## config.mk

```make
export PLATFORM = sky130hd
export DESIGN_NAME = apb_manager_flat
export DESIGN_NICKNAME = d
export VERILOG_FILES = /design/src/rtl/apb_manager_if.sv /design/src/rtl/apb_manager.sv /design/src/flat_wrapper.sv
export SDC_FILE = /design/constraint.sdc
export NUM_CORES = 1
export LEC_CHECK = 0
export BUFFER_PORTS_ARGS = -buffer_cell sky130_fd_sc_hd__buf_2
export CORE_UTILIZATION = 49
export DETAILED_ROUTE_END_ITERATION = 8
export PLACE_DENSITY = 0.84
export SETUP_SLACK_MARGIN = 0.4
export SLEW_MARGIN = 25
export SYNTH_ARGS = -nofsm -noshare
export SYNTH_HDL_FRONTEND = slang
export SYNTH_SLANG_ARGS = --single-unit
```

## constraint.sdc

```tcl
create_clock -name pclk -period 3.4 [get_ports pclk]
set_input_delay 0.17 -clock pclk [delete_from_list [all_inputs] [get_ports pclk]]
set_output_delay 0.17 -clock pclk [all_outputs]
set_load 0.01 [all_outputs]
```

## src/rtl/apb_manager_if.sv

```systemverilog
// Command, response and APB bus signals of apb_manager bundled into one interface.
// The master modport is the manager's view; slave is the view of whatever surrounds it.
interface apb_manager_if #(
  parameter int AWIDTH = 10,
  parameter int DBYTES = 4,
  parameter int DWIDTH = DBYTES * 8
);
  logic              cmd_valid;
  logic              cmd_ready;
  logic              cmd_write;
  logic [AWIDTH-1:0] cmd_addr;
  logic [2:0]        cmd_prot;
  logic [DBYTES-1:0] cmd_strb;
  logic [DWIDTH-1:0] cmd_wdata;

  logic              rsp_valid;
  logic              rsp_ready;
  logic [DWIDTH-1:0] rsp_rdata;
  logic              rsp_err;

  logic              psel;
  logic              penable;
  logic              pwrite;
  logic [2:0]        pprot;
  logic [AWIDTH-1:0] paddr;
  logic [DBYTES-1:0] pstrb;
  logic [DWIDTH-1:0] pwdata;
  logic [DWIDTH-1:0] prdata;
  logic              pready;
  logic              pslverr;

  modport master (
    input  cmd_valid, cmd_write, cmd_addr, cmd_prot, cmd_strb, cmd_wdata,
    input  rsp_ready, prdata, pready, pslverr,
    output cmd_ready, rsp_valid, rsp_rdata, rsp_err,
    output psel, penable, pwrite, pprot, paddr, pstrb, pwdata
  );

  modport slave (
    output cmd_valid, cmd_write, cmd_addr, cmd_prot, cmd_strb, cmd_wdata,
    output rsp_ready, prdata, pready, pslverr,
    input  cmd_ready, rsp_valid, rsp_rdata, rsp_err,
    input  psel, penable, pwrite, pprot, paddr, pstrb, pwdata
  );
endinterface

```

## src/rtl/apb_manager.sv

```systemverilog
// Single-outstanding APB requester: turns one command into a SETUP/ACCESS transfer
// and holds the result in RESP until the response is consumed.
module apb_manager #(
  parameter int         AWIDTH  = 10,
  parameter logic [2:0] DSIZE   = 3'd2,
  parameter int         DBYTES  = 1 << DSIZE,
  parameter int         DWIDTH  = DBYTES * 8,
  parameter int         TIMEOUT = 16
) (
  input logic           pclk,
  input logic           presetn,
  apb_manager_if.master bus
);

  localparam logic [1:0] S_IDLE   = 2'd0;
  localparam logic [1:0] S_SETUP  = 2'd1;
  localparam logic [1:0] S_ACCESS = 2'd2;
  localparam logic [1:0] S_RESP   = 2'd3;

  localparam int             CW        = (TIMEOUT > 0) ? $clog2(TIMEOUT + 1) : 1;
  localparam logic [CW-1:0]  WAIT_LAST = CW'((TIMEOUT > 0) ? TIMEOUT - 1 : 0);

  logic [1:0]        state_q, state_d;
  logic              psel_q, psel_d;
  logic              penable_q, penable_d;
  logic              pwrite_q, pwrite_d;
  logic [2:0]        pprot_q, pprot_d;
  logic [AWIDTH-1:0] paddr_q, paddr_d;
  logic [DBYTES-1:0] pstrb_q, pstrb_d;
  logic [DWIDTH-1:0] pwdata_q, pwdata_d;
  logic [DWIDTH-1:0] rdata_q, rdata_d;
  logic              err_q, err_d;
  logic [CW-1:0]     wait_q, wait_d;

  // The wait counter only advances on stalled ACCESS cycles; pready wins over a timeout
  // firing in the same cycle because it is tested first.
  always_comb begin
    state_d   = state_q;
    psel_d    = psel_q;
    penable_d = penable_q;
    pwrite_d  = pwrite_q;
    pprot_d   = pprot_q;
    paddr_d   = paddr_q;
    pstrb_d   = pstrb_q;
    pwdata_d  = pwdata_q;
    rdata_d   = rdata_q;
    err_d     = err_q;
    wait_d    = wait_q;
    case (state_q)
      S_IDLE: begin
        if (bus.cmd_valid) begin
          state_d   = S_SETUP;
          psel_d    = 1'b1;
          penable_d = 1'b0;
          pwrite_d  = bus.cmd_write;
          pprot_d   = bus.cmd_prot;
          paddr_d   = bus.cmd_addr;
          pstrb_d   = bus.cmd_write ? bus.cmd_strb : '0;
          pwdata_d  = bus.cmd_wdata;
        end
      end
      S_SETUP: begin
        state_d   = S_ACCESS;
        penable_d = 1'b1;
        wait_d    = '0;
      end
      S_ACCESS: begin
        if (bus.pready) begin
          state_d   = S_RESP;
          psel_d    = 1'b0;
          penable_d = 1'b0;
          err_d     = bus.pslverr;
          rdata_d   = pwrite_q ? '0 : bus.prdata;
        end else if (TIMEOUT > 0) begin
          if (wait_q == WAIT_LAST) begin
            state_d   = S_RESP;
            psel_d    = 1'b0;
            penable_d = 1'b0;
            err_d     = 1'b1;
            rdata_d   = '0;
          end else begin
            wait_d = wait_q + CW'(1);
          end
        end
      end
      S_RESP: begin
        if (bus.rsp_ready) state_d = S_IDLE;
      end
      default: state_d = S_IDLE;
    endcase
  end

  always_ff @(posedge pclk or negedge presetn) begin
    if (!presetn) begin
      state_q   <= S_IDLE;
      psel_q    <= 1'b0;
      penable_q <= 1'b0;
      pwrite_q  <= 1'b0;
      pprot_q   <= '0;
      paddr_q   <= '0;
      pstrb_q   <= '0;
      pwdata_q  <= '0;
      rdata_q   <= '0;
      err_q     <= 1'b0;
      wait_q    <= '0;
    end else begin
      state_q   <= state_d;
      psel_q    <= psel_d;
      penable_q <= penable_d;
      pwrite_q  <= pwrite_d;
      pprot_q   <= pprot_d;
      paddr_q   <= paddr_d;
      pstrb_q   <= pstrb_d;
      pwdata_q  <= pwdata_d;
      rdata_q   <= rdata_d;
      err_q     <= err_d;
      wait_q    <= wait_d;
    end
  end

  assign bus.cmd_ready = (state_q == S_IDLE);
  assign bus.rsp_valid = (state_q == S_RESP);
  assign bus.rsp_rdata = rdata_q;
  assign bus.rsp_err   = err_q;
  assign bus.psel      = psel_q;
  assign bus.penable   = penable_q;
  assign bus.pwrite    = pwrite_q;
  assign bus.pprot     = pprot_q;
  assign bus.paddr     = paddr_q;
  assign bus.pstrb     = pstrb_q;
  assign bus.pwdata    = pwdata_q;

endmodule

```

## src/flat_wrapper.sv

```systemverilog
// flat-port wrapper written by rule: the top's interface ports become plain ports
module apb_manager_flat 
#(
  parameter int         AWIDTH  = 10,
  parameter logic [2:0] DSIZE   = 3'd2,
  parameter int         DBYTES  = 1 << DSIZE,
  parameter int         DWIDTH  = DBYTES * 8,
  parameter int         TIMEOUT = 16
)
  (pclk, presetn, bus_cmd_valid, bus_cmd_write, bus_cmd_addr, bus_cmd_prot, bus_cmd_strb, bus_cmd_wdata, bus_rsp_ready, bus_prdata, bus_pready, bus_pslverr, bus_cmd_ready, bus_rsp_valid, bus_rsp_rdata, bus_rsp_err, bus_psel, bus_penable, bus_pwrite, bus_pprot, bus_paddr, bus_pstrb, bus_pwdata);
  apb_manager_if #(.AWIDTH(AWIDTH), .DBYTES(DBYTES), .DWIDTH(DWIDTH)) bus_i ();
  input logic pclk;
  input logic presetn;
  input wire logic [$bits(bus_i.cmd_valid)-1:0] bus_cmd_valid;
  input wire logic [$bits(bus_i.cmd_write)-1:0] bus_cmd_write;
  input wire logic [$bits(bus_i.cmd_addr)-1:0] bus_cmd_addr;
  input wire logic [$bits(bus_i.cmd_prot)-1:0] bus_cmd_prot;
  input wire logic [$bits(bus_i.cmd_strb)-1:0] bus_cmd_strb;
  input wire logic [$bits(bus_i.cmd_wdata)-1:0] bus_cmd_wdata;
  input wire logic [$bits(bus_i.rsp_ready)-1:0] bus_rsp_ready;
  input wire logic [$bits(bus_i.prdata)-1:0] bus_prdata;
  input wire logic [$bits(bus_i.pready)-1:0] bus_pready;
  input wire logic [$bits(bus_i.pslverr)-1:0] bus_pslverr;
  output wire logic [$bits(bus_i.cmd_ready)-1:0] bus_cmd_ready;
  output wire logic [$bits(bus_i.rsp_valid)-1:0] bus_rsp_valid;
  output wire logic [$bits(bus_i.rsp_rdata)-1:0] bus_rsp_rdata;
  output wire logic [$bits(bus_i.rsp_err)-1:0] bus_rsp_err;
  output wire logic [$bits(bus_i.psel)-1:0] bus_psel;
  output wire logic [$bits(bus_i.penable)-1:0] bus_penable;
  output wire logic [$bits(bus_i.pwrite)-1:0] bus_pwrite;
  output wire logic [$bits(bus_i.pprot)-1:0] bus_pprot;
  output wire logic [$bits(bus_i.paddr)-1:0] bus_paddr;
  output wire logic [$bits(bus_i.pstrb)-1:0] bus_pstrb;
  output wire logic [$bits(bus_i.pwdata)-1:0] bus_pwdata;
  assign bus_i.cmd_valid = bus_cmd_valid;
  assign bus_i.cmd_write = bus_cmd_write;
  assign bus_i.cmd_addr = bus_cmd_addr;
  assign bus_i.cmd_prot = bus_cmd_prot;
  assign bus_i.cmd_strb = bus_cmd_strb;
  assign bus_i.cmd_wdata = bus_cmd_wdata;
  assign bus_i.rsp_ready = bus_rsp_ready;
  assign bus_i.prdata = bus_prdata;
  assign bus_i.pready = bus_pready;
  assign bus_i.pslverr = bus_pslverr;
  assign bus_cmd_ready = bus_i.cmd_ready;
  assign bus_rsp_valid = bus_i.rsp_valid;
  assign bus_rsp_rdata = bus_i.rsp_rdata;
  assign bus_rsp_err = bus_i.rsp_err;
  assign bus_psel = bus_i.psel;
  assign bus_penable = bus_i.penable;
  assign bus_pwrite = bus_i.pwrite;
  assign bus_pprot = bus_i.pprot;
  assign bus_paddr = bus_i.paddr;
  assign bus_pstrb = bus_i.pstrb;
  assign bus_pwdata = bus_i.pwdata;
  apb_manager #(.AWIDTH(AWIDTH), .DSIZE(DSIZE), .DBYTES(DBYTES), .DWIDTH(DWIDTH), .TIMEOUT(TIMEOUT)) u_core (.pclk(pclk), .presetn(presetn), .bus(bus_i));
endmodule
```

==> results of run 1 <==
==> metal layers <==
layer	up-vias	GRT usage (%)	routed length, µm
met3	18	4.995	543
met2	109	33.76	3919
li1	1233	-	-
met5	-	0	0
met4	0	8.942	195
met1	1247	27.23	3422
==> cell type report <==
| type | instances | area, µm² | share of cell area [%] |
|---|---|---|---|
| well taps | 96 | 120.1 | 2.495 |
| repair buffers | 179 | 913.4 | 18.98 |
| clock inverters | 5 | 108.9 | 2.261 |
| inverters | 6 | 22.52 | 0.4679 |
| multi-input cells | 134 | 1209 | 25.11 |
| clock buffers | 10 | 137.6 | 2.859 |
| flip-flops and latches | 92 | 2302 | 47.83 |
==> power breakdown <==
part / switching (µW) / internal, µW
logic: 868 / 837
clock network: 372 / 510
registers: 271 / 1610
total: 1510 / 2950
==> per-stage QoR <==
stage | area (µm²) | setup slack [ns] | util, %
3_3_place_gp | 4557 | 1.420 | 65.62
6_report | 4813 | 1.343 | 69.32
4_1_cts | 4813 | 1.333 | 69.32
3_5_place_dp | 4557 | 1.359 | 65.62
5_1_grt | 4813 | 1.203 | 69.32
2_1_floorplan | 3607 | 1.689 | -
==> state kept, by name, indices dropped and copies added, names as in the netlist <==
register,count
u_core.bus.pwdata,32
u_core.bus.pprot,3
u_core.bus.rsp_err,1
u_core.bus.paddr,10
u_core.bus.penable,1
u_core.bus.pwrite,1
u_core.state_q,2
u_core.wait_q,5
u_core.bus.rsp_rdata,32
u_core.bus.pstrb,4
u_core.bus.psel,1
==> critical path, stage by stage, from the launching register on <==
cell     delay, ns
dfrtp_1       0.40
inv_1         0.10
ha_1          0.25
nand2_2       0.29
buf_4         0.49
mux2_2        0.39
==> Yosys cell counts, types with 2 or more instances <==
| cell type | n | area, µm² |
|---|---|---|
| a21oi_1 | 3 | 15.01 |
| a22o_1 | 33 | 289.0 |
| buf_2 | 11 | 55.05 |
| dfrtp_1 | 92 | 2302 |
| ha_1 | 9 | 112.6 |
| inv_1 | 6 | 22.52 |
| mux2_1 | 44 | 495.5 |
| mux2_2 | 5 | 56.30 |
| nand2_1 | 10 | 37.54 |
| nor2_1 | 3 | 11.26 |
| nor2b_1 | 2 | 12.51 |
| nor3b_2 | 2 | 25.02 |
| o21ai_0 | 7 | 35.03 |
==> path summary, 6_finish.rpt <==
kind	startpoint	to	slack (ns)	depth (start not counted)
max	u_core.state_q[0]$_DFFE_PN0P_	u_core.bus.paddr[9]$_DFFE_PN0P_	1.34	5
min	bus_cmd_wdata[0]	u_core.bus.pwdata[0]$_DFFE_PN0P_	0.02	2
max reg2reg	u_core.state_q[0]$_DFFE_PN0P_	u_core.bus.paddr[9]$_DFFE_PN0P_	1.34	5
min reg2reg	u_core.bus.pstrb[1]$_DFFE_PN0P_	u_core.bus.pstrb[1]$_DFFE_PN0P_	0.48	2
max in group asynchronous	presetn	u_core.bus.pwdata[29]$_DFFE_PN0P_	2.08	3
min in group asynchronous	presetn	u_core.bus.paddr[5]$_DFFE_PN0P_	0.47	2
==> logic make-up (layout without fill, tap and decap cells) <==
| family | Yosys count | count (layout) |
|---|---|---|
| DFF | 92 | 92 |
| muxes | 50 | 50 |
| AOI/OAI and AO/OA | 49 | 49 |
| and+or+nand+nor | 26 | 26 |
| buffers and inverters | 19 | 200 |
| adders and majority gates | 9 | 9 |
==> placed cells by master (no fill, tap or decap), drive strengths merged <==
cell type and instances:
nor3b 2, mux2 49, nor2 4, o21ai 9, dlygate4sd3 1, dfrtp 92, o31ai 1, nand2 11
nor2b 2, and3 1, o221ai 1, o2bb2ai 1, a21oi 3, or4b 1, nor3 2, inv 7
clkbuf 10, or3b 1, buf 178, or2 1, mux2i 1, nand3 1, clkinvlp 1, a22o 33
ha 9, a31oi 1, bufinv 3
==> flow_summary_export.csv, run 1 <==
group,metric,value,unit
outcome,status,"finished clean",
clocking,cts_buffer_depth,2,
drt,first_pass_iters,4,
global_route,grt_pass1_vias,2552,
drt,drtAntennaViolNets,0,
yosys,synth_adder_area_share,3.122,%
placed_design,dp_hpwl,5.982,mm
floorplan,dieWidth,87.80,µm
global_route,grt_max_degree,70,
flow_run,maxCapViolCount,0,
power,powerDensity,927.5,nW/µm²
clocking,clock-root-buffer,"clkbuf_8",
sta,finalSetupViolCount,0,
yosys,syn_inst,245,
yosys,yosysSeqAreaShare,63.82,%
clocking,cts_inserted_buffers,9,
layout,final.fill_count,523,
yosys,synth_top_family_by_area,"multiplexers",
sta,fin_crit_sh,60.50,%
drt,post-route-drc-count,0,
drt,drtIter0Drc,81,
worst_hold_path,hp-class,"input pin to flip-flop",
clocking,clkTransAtPathRegs,0.09,ns
yosys,synth_nets,342,
worst_setup_path,worstSetupPathType,"flip-flop to flip-flop",
yosys,synth-xor-area-share,0,%
clocking,cts_sinks,92,
power,leakage,0.002510,µW
global_route,track_usage,20.96,%
global_route,grt_pass1_wl,12.23,mm
floorplan,core,6944,µm²
sta,slew_headroom,44.42,%
yosys,synth-async-reset-ratio,100.0,%
drt,wire_per_inst,15.48,µm
clocking,cts_resized,0,
placed_design,portBuffers,174,
yosys,synth_cell_types,31,
sta,finalMaxSlewViolations,0,
placed_design,gp_congestion,0.7581,
clocking,insertion_delay,0.35,ns
layout,antenna_cells,0,
yosys,ys.flop_type,"dfrtp_1",
yosys,synth_edf_count,0,
worst_setup_path,cp_data_required_time,3.63,ns
layout,instances_no_fill,522,
sta,fin_worst_skew,0.01224,ns
sta,fin_hold_ws,0.02248,ns
drt,vias,2607,
yosys,synth_compound_area_share,10.65,%
global_route,overflow,0,
sta,fin_setup_tns,0,ns
clocking,hold_buffers,1,
power,power.total,4464,µW
floorplan,pin_count,175,
clocking,post_cts_buffers,0,
floorplan,fp-row-count,30,
drt,routed_via_density,4.994,
yosys,syn_avg_cell_area,14.72,µm²
sta,hold_violations,0,
yosys,netlist_area,3607,µm²
layout,drive_gt1_share,48.12,%
layout,nNetsFinal,519,
sta,fmax,0.4861,GHz
yosys,synth-seq-cells,92,
worst_setup_path,cp_max_fo,39,
worst_setup_path,end_kind,"flip-flop",
drt,drt-total-wl,8.080,mm
clocking,htree_levels,3,
sta,rsz0062_at_grt,"no",
yosys,synth_mux_area_share,15.57,%
floorplan,initial_core_util,51.95,%
clocking,cts_tree,"done",
global_route,antenna_found_initial,0,
floorplan,die-area,7709,µm²
sta,fin_crit,2.057,ns
worst_setup_path,startpoint_type,"flip-flop",
layout,areaGrowthSynthToFinish,33.44,%
sta,max_slew.worst_pin.slew,0.8337,ns
power,ir_drop,0.4140,mV
placed_design,dpl.cell_count,506,
worst_setup_path,worstPathArrival,2.29,ns
yosys,synthSimpleGateAreaFrac,4.162,%
yosys,ys_warn_count,0,
floorplan,die_h,87.80,µm
Note: power is estimated with default switching activity, not from simulation.
==> run 2, diff against run 1 <==
--- a/config.mk
+++ b/config.mk
@@ -6,9 +6,9 @@
 export NUM_CORES = 1
 export LEC_CHECK = 0
 export BUFFER_PORTS_ARGS = -buffer_cell sky130_fd_sc_hd__buf_2
-export CORE_UTILIZATION = 49
+export CORE_UTILIZATION = 46
 export DETAILED_ROUTE_END_ITERATION = 8
-export PLACE_DENSITY = 0.84
+export PLACE_DENSITY = 0.8
 export SETUP_SLACK_MARGIN = 0.4
 export SLEW_MARGIN = 25
 export SYNTH_ARGS = -nofsm -noshare
==> constraint.sdc (replaced) <==
create_clock -name pclk -period 2.03 [get_ports pclk]
set_input_delay 0.1015 -clock pclk [delete_from_list [all_inputs] [get_ports pclk]]
set_output_delay 0.1015 -clock pclk [all_outputs]
set_load 0.01 [all_outputs]
==> run 2 against run 1 <==
Net effect: non-clock buffer count increased by 89; maximum frequency increased by 23%; core utilization increased by 9.4 points; power increased by 77%; clock-buffer cell count unchanged; worst setup slack got worse by 0.99 ns; global-route usage increased by 5.9 points; first-iteration DRC count increased by 12%; clock skew about the same; critical path depth increased by 1; via count increased by 19%; routed wire length increased by 32%; critical path type unchanged; critical endpoint is now u_core.wait_q[3]$_DFFE_PN0P_; largest cell class unchanged; highest routed layer unchanged.
==> flow_summary_export.csv, run 2 (synthesis results as in run 1) <==
group,metric,value,unit
outcome,status,"finished clean",
drt,routed_via_density,5.039,
layout,design_area,5831,µm²
clocking,cts_buffer_depth,2,
worst_setup_path,r2r_slack,0.36,ns
worst_setup_path,crit_buf_inv,0,
worst_setup_path,worstPathArrival,1.90,ns
worst_setup_path,crit_slowest_cell,"dfrtp_1",
power,leakage,0.002911,µW
sta,finalSetupViolCount,0,
drt,vias,3099,
drt,drt-total-wl,10.64,mm
worst_setup_path,slowest_delay,0.39,ns
worst_setup_path,r2r_cells,6,
clocking,htree_levels,3,
global_route,antenna_found_initial,0,
worst_setup_path,path_cells,"ha_2 -> and3_4 -> ha_4 -> or3b_4 -> o221ai_2 -> o21ai_1",
worst_hold_path,hp-class,"input pin to flip-flop",
sta,hold_violations,0,
global_route,grt_max_degree,56,
placed_design,dp_hpwl,6.033,mm
clocking,cts_tree,"done",
drt,drtIter0Drc,91,
sta,fin_crit,1.673,ns
global_route,track_usage,26.82,%
clocking,cts_inserted_buffers,9,
floorplan,die-area,8200,µm²
worst_setup_path,cp_data_required_time,2.26,ns
placed_design,portBuffers,174,
sta,max_slew.worst_pin.slew,0.4846,ns
flow_run,maxCapViolCount,0,
global_route,grt_pass1_wl,17.08,mm
layout,final_common_cell,"buf_2",
worst_setup_path,cp.depth,6,
sta,slew_headroom,67.70,%
drt,post-route-drc-count,0,
placed_design,placed_area,4628,µm²
power,powerDensity,1358,nW/µm²
floorplan,dieWidth,90.56,µm
worst_setup_path,crit_family,"simple AND/OR/NAND/NOR gates",
layout,nNetsFinal,608,
placed_design,gp_congestion,0.7618,
clocking,cts_sinks,92,
power,ir_drop,0.8917,mV
sta,fin_setup_tns,0,ns
sta,fmax,0.5977,GHz
power,power.total,7919,µW
global_route,overflow,0,
clocking,clkTransAtPathRegs,0.09,ns
layout,areaGrowthSynthToFinish,61.64,%
worst_hold_path,holdPathStages,3,
clocking,clock-root-buffer,"clkbuf_8",
drt,first_pass_iters,4,
clocking,insertion_delay,0.35,ns
floorplan,die_h,90.56,µm
drt,wire_per_inst,17.30,µm
global_route,grt_pass1_vias,3388,
layout,antenna_cells,0,
worst_setup_path,worstSetupPathType,"flip-flop to flip-flop",
floorplan,fp-row-count,31,
sta,finalMaxSlewViolations,0,
floorplan,initial_core_util,48.69,%
sta,fin_crit_sh,82.41,%
worst_setup_path,startpoint_type,"flip-flop",
layout,drive_gt1_share,43.41,%
floorplan,pin_count,175,
drt,drtAntennaViolNets,0,
layout,final_cell_mix,"buf_2 (173), dfrtp_1 (91), dlygate4sd3_1 (82)",
worst_setup_path,end_kind,"flip-flop",
sta,fin_worst_skew,0.01200,ns
floorplan,core,7408,µm²
sta,rsz0062_at_grt,"yes",
worst_setup_path,cp_max_fo,5,
==> run 2: cell count changes in the layout (fill, tap and decap cells not counted), sizes merged <==
cell,before,now
dlygate4sd3,1,82
buf,178,185
bufinv,3,2
clkbuf,10,11
clkinv,0,1
inv,7,8
==> run 2: path summary, 6_finish.rpt <==
path	startpoint	end
setup / recovery	u_core.wait_q[0]$_DFFE_PN0P_	u_core.wait_q[3]$_DFFE_PN0P_
hold / removal	bus_pslverr	u_core.bus.rsp_err$_DFFE_PN0P_
max in group asynchronous	presetn	u_core.bus.paddr[7]$_DFFE_PN0P_
min in group asynchronous	presetn	u_core.bus.penable$_DFFE_PN0P_
setup reg to reg	u_core.wait_q[0]$_DFFE_PN0P_	u_core.wait_q[3]$_DFFE_PN0P_
hold reg to reg	u_core.bus.pstrb[0]$_DFFE_PN0P_	u_core.bus.pstrb[0]$_DFFE_PN0P_
==> run 2: per-stage QoR <==
step	worst slack, ns	hold WS [ns]	instances	utilization (%)
after floorplan	0.3902	-0.1941	245	-
after global routing	0.3005	0.02993	615	78.70
after detailed placement	0.2789	0.09754	510	62.47
after global placement	0.3433	0.09218	510	62.47
final	0.3571	0.02765	615	78.70
after CTS	0.3695	0.01015	613	77.72
==> run 2: layout make-up <==
type                            count  area, µm²
Timing Repair Buffer              268       1876
Clock buffer                       10      127.6
Multi-Input combinational cell    134       1281
Inverter                            6      22.52
Fill cell                         418       1578
Sequential cell                    92       2303
Tap cell                           99      123.9
Clock inverter                      6      96.34
==> run 2: where the power goes <==
group | total, µW | switching [µW] | internal [µW]
Clock | 1360 | 651 | 709
Combinational | 3360 | 1650 | 1710
Sequential | 3200 | 502 | 2700
Total | 7920 | 2800 | 5120
==> run 2: layer usage <==
layer / wire [µm] / up-vias / track usage, %
met5: 0 / - / 0
met4: 280 / 0 / 10.35
met3: 620 / 25 / 5.387
met2: 5536 / 142 / 48.36
met1: 4201 / 1518 / 31.22
li1: - / 1414 / -
==> run 2: repair_timing <==
action | CTS | global route
endpoints found under the hold margin | 118 | 0
gates resized for setup | 6 | 10
pin swaps | 3 | 0
setup buffers | 4 | 1
setup endpoints to repair | 79 | 81
gates cloned | 1 | 1
hold buffers | 82 | 0
==> run 2: worst reg2reg max path, stage by stage, from the launching register on <==
cell      delay [ns]
dfrtp_1         0.39
ha_2            0.20
and3_4          0.20
ha_4            0.17
or3b_4          0.38
o221ai_2        0.13
o21ai_1         0.09
